[src/rtl/pc_gen_if.sv]
// pc_gen_if: fetch-control bundle (stall/if_ready/flush/branch in; pc/ce/misalign/redirect_pending out); master = pc_gen side
interface pc_gen_if #(parameter int ADDR_W = 32);
  logic              stall;
  logic              if_ready;
  logic              flush;
  logic [ADDR_W-1:0] flush_pc;
  logic              branch_valid;
  logic [ADDR_W-1:0] branch_target;
  logic [ADDR_W-1:0] pc;
  logic              ce;
  logic              misalign;
  logic              redirect_pending;
  modport master (
    input  stall, if_ready, flush, flush_pc, branch_valid, branch_target,
    output pc, ce, misalign, redirect_pending
  );
  modport slave (
    output stall, if_ready, flush, flush_pc, branch_valid, branch_target,
    input  pc, ce, misalign, redirect_pending
  );
endinterface

[src/rtl/pc_gen.sv]
// pc_gen: fetch program counter with flush/branch redirect and stalled-branch buffer; ports clk, rst (async high), f (pc_gen_if.master)
module pc_gen #(
  parameter int                ADDR_W     = 32,
  parameter logic [ADDR_W-1:0] RESET_VEC  = ADDR_W'(32'hBFC0_0000),
  parameter int                INC        = 4,
  parameter int                ALIGN_BITS = 2
) (
  input logic     clk,
  input logic     rst,
  pc_gen_if.master f
);
  typedef enum logic {BOOT, RUN} state_t;
  state_t            state, state_n;
  logic [ADDR_W-1:0] pc_q, pc_n, pend_q, pend_n;
  logic              ce_q, rp_q, rp_n, adv;
  always_ff @(posedge clk or posedge rst)
    if (rst) begin
      state  <= BOOT;
      pc_q   <= RESET_VEC;
      ce_q   <= 1'b0;
      rp_q   <= 1'b0;
      pend_q <= '0;
    end else begin
      state  <= state_n;
      pc_q   <= pc_n;
      ce_q   <= 1'b1;
      rp_q   <= rp_n;
      pend_q <= pend_n;
    end
  always_comb begin
    adv     = state == RUN && ce_q && f.if_ready && !f.stall;
    state_n = RUN;
    pc_n    = pc_q;
    pend_n  = pend_q;
    rp_n    = rp_q;
    if (state == BOOT)
      pc_n = f.flush ? f.flush_pc : pc_q;
    else if (f.flush) begin
      pc_n = f.flush_pc;
      rp_n = 1'b0;
    end else if (f.branch_valid && adv) begin
      pc_n = f.branch_target;
      rp_n = 1'b0;
    end else if (f.branch_valid) begin
      pend_n = f.branch_target;
      rp_n   = 1'b1;
    end else if (rp_q && adv) begin
      pc_n = pend_q;
      rp_n = 1'b0;
    end else if (adv)
      pc_n = pc_q + ADDR_W'(INC);
  end
  assign f.pc               = pc_q;
  assign f.ce               = ce_q;
  assign f.redirect_pending = rp_q;
  if (ALIGN_BITS == 0) begin : g_no_align
    assign f.misalign = 1'b0;
  end else begin : g_align
    assign f.misalign = ce_q && |pc_q[ALIGN_BITS-1:0];
  end
endmodule

[src/flat_wrapper.sv]
// flat-port wrapper written by rule: the top's interface ports become plain ports
module pc_gen_flat 
#(
  parameter int                ADDR_W     = 32,
  parameter logic [ADDR_W-1:0] RESET_VEC  = ADDR_W'(32'hBFC0_0000),
  parameter int                INC        = 4,
  parameter int                ALIGN_BITS = 2
)
  (clk, rst, f_stall, f_if_ready, f_flush, f_flush_pc, f_branch_valid, f_branch_target, f_pc, f_ce, f_misalign, f_redirect_pending);
  pc_gen_if #(.ADDR_W(ADDR_W)) f_i ();
  input logic clk;
  input logic rst;
  input wire logic [$bits(f_i.stall)-1:0] f_stall;
  input wire logic [$bits(f_i.if_ready)-1:0] f_if_ready;
  input wire logic [$bits(f_i.flush)-1:0] f_flush;
  input wire logic [$bits(f_i.flush_pc)-1:0] f_flush_pc;
  input wire logic [$bits(f_i.branch_valid)-1:0] f_branch_valid;
  input wire logic [$bits(f_i.branch_target)-1:0] f_branch_target;
  output wire logic [$bits(f_i.pc)-1:0] f_pc;
  output wire logic [$bits(f_i.ce)-1:0] f_ce;
  output wire logic [$bits(f_i.misalign)-1:0] f_misalign;
  output wire logic [$bits(f_i.redirect_pending)-1:0] f_redirect_pending;
  assign f_i.stall = f_stall;
  assign f_i.if_ready = f_if_ready;
  assign f_i.flush = f_flush;
  assign f_i.flush_pc = f_flush_pc;
  assign f_i.branch_valid = f_branch_valid;
  assign f_i.branch_target = f_branch_target;
  assign f_pc = f_i.pc;
  assign f_ce = f_i.ce;
  assign f_misalign = f_i.misalign;
  assign f_redirect_pending = f_i.redirect_pending;
  pc_gen #(.ADDR_W(ADDR_W), .RESET_VEC(RESET_VEC), .INC(INC), .ALIGN_BITS(ALIGN_BITS)) u_core (.clk(clk), .rst(rst), .f(f_i));
endmodule
[config.mk]
export PLATFORM = sky130hd
export DESIGN_NAME = pc_gen_flat
export DESIGN_NICKNAME = d
export VERILOG_FILES = /design/src/rtl/pc_gen_if.sv /design/src/rtl/pc_gen.sv /design/src/flat_wrapper.sv
export SDC_FILE = /design/constraint.sdc
export NUM_CORES = 1
export LEC_CHECK = 0
export CORE_UTILIZATION = 49
export CTS_CLUSTER_DIAMETER = 50
export CTS_CLUSTER_SIZE = 8
export DETAILED_ROUTE_END_ITERATION = 12
export PLACE_DENSITY = 0.82
export REMOVE_ABC_BUFFERS = 1
export SYNTH_ARGS = -nofsm -noshare
export SYNTH_HDL_FRONTEND = slang
export SYNTH_SLANG_ARGS = --single-unit
[constraint.sdc]
create_clock -name clk -period 2.5 [get_ports clk]
set_input_delay 0.5 -clock clk [delete_from_list [all_inputs] [get_ports clk]]
set_output_delay 0.5 -clock clk [all_outputs]
set_load 0.01 [all_outputs]
* After elaboration in Yosys (flattened, before gate mapping)
Cells that the tools add are included.
** Word-level totals
- Register bits after elaboration :: 66
- Input bits :: 70
- Word-level logic and storage cells :: 32
** Cells by class
- Add/sub/neg operators :: 1
- Equal/unequal tests :: 1
- Multiplexer cells :: 11
- Bitwise logic cells :: 2
- Reduce and logical (&&, ||, !) cells :: 13
** Operators by type and width (number)
- $mux W32 :: 7
- $add A32 B3 Y32 const B :: 1
- $reduce_bool A4 Y1 :: 2
- $logic_and A1 B1 Y1 :: 5
- $mux W1 :: 4
- $reduce_and A4 Y1 :: 1
- $ne A3 B2 Y1 const B :: 1
- $reduce_and A3 Y1 :: 1
- $not A1 Y1 :: 2
- $reduce_and A2 Y1 :: 1
- $reduce_bool A2 Y1 :: 1
- $reduce_or A2 Y1 :: 1
- $logic_not A1 Y1 :: 1

* Depth between registers and ports, before layout
- Depth in word-level cells :: 8
- Mapped depth :: 7
- Mapped depth without buffers :: 6

* Worst setup path before layout
OpenSTA, ideal clock, no wires.
- Path kind :: register -> register
- From :: reg u_core.pc_q[2], in the netlist u_core.f.pc[2]
- To :: reg u_core.pc_q[28], in the netlist u_core.f.pc[28]
- Setup time :: 0.080 ns
- Data arrival time :: 2.145 ns
- Data required time :: 2.420 ns
- Setup slack :: 0.276 ns
- Stages on the path, launching flop included :: 7
- Buffers on the path :: 0
- Clock period less this slack :: 2.224 ns
- Path through :: dfrtp_1 -> ha_1 -> nand2_1 -> or4_4 -> or4_1 -> and4_1 -> o221ai_2
** Between the ends
- Longest elaborated chain between the ends :: 7
** RTL lines
- from (decl) :: RTL line pc_gen.sv:14 : logic [ADDR_W-1:0] pc_q, pc_n, pend_q, pend_n;
- from (signal assigned) :: RTL line pc_gen.sv:25 : pc_q <= pc_n;
- $add A32 B3 Y32 :: RTL line pc_gen.sv:51 : pc_n = pc_q + ADDR_W'(INC);
- $mux W32 :: RTL line pc_gen.sv:50 : end else if (adv)
- $mux W32 :: RTL line pc_gen.sv:47 : end else if (rp_q && adv) begin
- $mux W32 :: RTL line pc_gen.sv:44 : end else if (f.branch_valid) begin
- $mux W32 :: RTL line pc_gen.sv:41 : end else if (f.branch_valid && adv) begin
- $mux W32 :: RTL line pc_gen.sv:38 : else if (f.flush) begin
- $mux W32 :: RTL line pc_gen.sv:36 : if (state == BOOT)
No other way between the ends. The select of a mux whose other input is x is not followed.
A chain may end at the register's enable or synchronous reset.

* Worst setup path after layout
- From :: reg u_core.pc_q[4], in the netlist u_core.f.pc[4]
- To :: reg u_core.pc_q[28], in the netlist u_core.f.pc[28]
Same word-level chain as after synthesis.

==> flow_metrics.py <==
metrics = {
    "status": {
        "status": "completed",
    },
    "clocking": {
        "path_clk_slew_ns": 0.07,
        "cts.sinks": 66,
        "cts_buffer_depth": 2,
        "htreeDepth": 3,
        "worstSkewPairLatency_ns": 0.34,
        "post_cts_resized": 0,
        "post-cts-setup-buffers": 0,
        "numCtsBuffers": 9,
        "cts-root-buf": "clkbuf_8",
        "cts-hold-fix-buffers": 0,
        "cts_tree": "done",
    },
    "setup_path": {
        "r2r-start": "u_core.f.pc[4]$_DFFE_PP0P_",
        "arrival_ns": 2.52,
        "crit_path_start_kind": "register",
        "r2r-end": "u_core.f.pc[28]$_DFFE_PP1P_",
        "cp_max_fo": 8,
        "cp.required_ns": 2.77,
        "worstSetupPathType": "register to register",
        "timing.reg2reg.setup_slack_ns": 0.24,
        "cp-end-kind": "register",
        "reg2reg_depth": 5,
    },
    "global_route": {
        "grtUsageTotal_pct": 29.1,
        "antenna_found_initial": 0,
        "grt_max_degree": 67,
        "grt_pass1_wl_mm": 19.2,
        "first_global_vias": 3854,
        "grt-ovfl-total": 0,
    },
    "floorplan": {
        "ioPinCount": 105,
        "fp.dieArea_um2": 8490,
        "die_h_um": 92.1,
        "core_um2": 7810,
        "core.rowCount": 32,
        "start_util_pct": 51.0,
        "chipWidth_um": 92.1,
    },
    "timing": {
        "post-route-period-util_pct": 90.2,
        "final_hold_viol_count": 0,
        "finalSetupTns_ns": 0,
        "rsz0062_at_grt": "no",
        "slew_headroom_pct": 61.9,
        "max_freq_ghz": 0.443,
        "fin_skew_ns": 0.00613,
        "setup_viol": 0,
        "fin_crit_ns": 2.26,
        "slew_viol_final": 0,
        "tightest_slew_ns": 0.571,
    },
    "logic_synthesis": {
        "synth_edf_count": 0,
        "syn_area_um2": 3980,
        "ys_async_sr_fraction_pct": 100,
        "synth.most_common_cell": "nand2_1",
        "synth_area_leaders": "dfrtp_1, mux2_2, dfstp_2, nand2_1, o21ai_0",
        "synthTopCellsByCount": "nand2_1, dfrtp_1, o21ai_0, mux2_2, a21oi_1",
        "synth_top_area_share_pct": 35.8,
        "synthCells": 430,
        "synth_cell_types": 56,
        "seq_area_frac_synth_pct": 41.8,
        "synth_top_area_cell": "dfrtp_1",
        "ys.flop_type": "dfrtp_1",
        "yosys_register_bits": 66,
        "yosysWarnings": 0,
        "syn_area_per_cell_um2": 9.26,
    },
    "route": {
        "drtIter0Drc": 250,
        "wl_mm": 12.0,
        "wl_per_cell_um": 18.5,
        "dr.pass1.iters": 4,
        "dr_total_vias": 3954,
        "antenna_left": 0,
        "vias_per_cell": 6.10,
        "drc": 0,
    },
    "power_and_ir_drop": {
        "power.density_nw_per_um2": 596,
        "vdd_drop_max_v": 0.000356,
        "cellLeakagePower_nw": 2.15,
    },
    "final_layout": {
        "post-route-util_pct": 69.7,
        "nets": 612,
        "syn2layout_area_growth_pct": 36.7,
        "antenna_cells": 0,
        "num-fill-cells": 602,
        "drive_gt1_share_pct": 16.3,
    },
    "worst_hold_path": {
        "hold_class": "register to register",
        "hold_depth": 1,
        "holdPathEnd": "u_core.pend_q[6]$_DFFE_PP0P_",
        "worstHoldStart": "u_core.pend_q[6]$_DFFE_PP0P_",
    },
    "placed_design": {
        "routabilityCongestion": 0.886,
        "port_buffers": 104,
        "dpl.hpwl_mm": 8.43,
    },
    "job": {
        "maxCapViolations": 0,
    },
}
-- metrics by stage --
stage / instances / total power [mW] / hold WS [ns] / area [um^2] / setup WS, ns
4_1_cts: 648 / 3.24 / 0.511 / 5440 / 0.242
3_5_place_dp: 632 / 2.17 / 0.489 / 5200 / 0.207
5_1_grt: 648 / 3.37 / 0.526 / 5440 / 0.179
2_1_floorplan: 406 / 1.76 / 0.470 / 3840 / 0.273
6_report: 648 / 3.24 / 0.511 / 5440 / 0.245
3_3_place_gp: 632 / 2.14 / 0.478 / 5200 / 0.262
-- worst max path at each step --
stage / start / to / slack (ns) / depth (start not counted)
final: u_core.f.pc[4]$_DFFE_PP0P_ / u_core.f.pc[28]$_DFFE_PP1P_ / 0.24 / 5
after global routing: u_core.f.pc[4]$_DFFE_PP0P_ / u_core.f.pc[28]$_DFFE_PP1P_ / 0.18 / 5
after CTS: u_core.f.pc[4]$_DFFE_PP0P_ / u_core.f.pc[28]$_DFFE_PP1P_ / 0.24 / 5
after detailed placement: f_stall / u_core.f.pc[19]$_DFFE_PP0P_ / 0.21 / 6
after global placement: u_core.f.pc[4]$_DFFE_PP0P_ / u_core.f.pc[28]$_DFFE_PP1P_ / 0.26 / 5
after floorplan: u_core.state$_DFF_PP0_ / u_core.pend_q[0]$_DFFE_PP0P_ / 0.27 / 3
-- kinds of logic (layout without fill, tap and decap cells) --
group	Yosys count	count (layout)	share of synthesized area, %
AO/OA/AOI/OAI	116	116	18.1
XOR/XNOR	22	22	4.84
adder cells (fa/ha/maj)	1	1	0.314
buffers and inverters	34	150	4.49
flip-flops	66	66	41.8
multiplexers	37	37	10.3
other	1	1	0.0942
AND/OR/NAND/NOR	153	153	20.1
-- final cells by class --
class                           count  area, um^2  share of cell area [%]
Clock inverter                      4        72.6                    1.33
Multi-Input combinational cell    330        2140                    39.3
Inverter                           10        37.5                   0.690
Sequential cell                    66        1660                    30.6
Tap cell                          102         128                    2.35
Clock buffer                       12         165                    3.04
Timing Repair Buffer              124        1240                    22.7
-- state kept, by name, summed over array words and instances, names as in the netlist --
signal	cells
u_core.f.pc	32
u_core.f.redirect_pending	1
u_core.pend_q	32
u_core.state	1
-- cells in the final DEF, fill, tap and decap left out, drive strengths merged, types with 6 or more instances in the layout --
| cell | instances |
|---|---|
| a21oi | 28 |
| a221oi | 9 |
| buf | 21 |
| clkbuf | 12 |
| clkdlybuf4s50 | 103 |
| dfrtp | 57 |
| dfstp | 9 |
| inv | 10 |
| mux2 | 32 |
| nand2 | 61 |
| nand3 | 26 |
| nand4 | 10 |
| nor2 | 12 |
| nor3 | 11 |
| o211ai | 6 |
| o21ai | 44 |
| xnor2 | 9 |
| xor2 | 13 |
-- critical path: stages, from the launching register on --
cell	delay, ns
dfrtp_1	0.53
nand4_4	0.20
or4_4	0.62
or4_1	0.51
and4_1	0.21
o221ai_2	0.12
-- per-layer routing --
metal / vias to the layer above / wire [um] / global-route usage, %
met5: - / 0 / 0
met4: 0 / 243 / 11.5
met3: 26 / 1050 / 5.56
met2: 208 / 5730 / 47.6
met1: 1910 / 4990 / 38.2
li1: 1810 / - / -
-- where the power goes --
part / internal [mW] / leakage, nW / switching, mW
Sequential: 1.25 / 0.776 / 0.160
Combinational: 0.429 / 1.26 / 0.321
Clock: 0.642 / 0.119 / 0.440
Power figures use the tool's default switching activity.
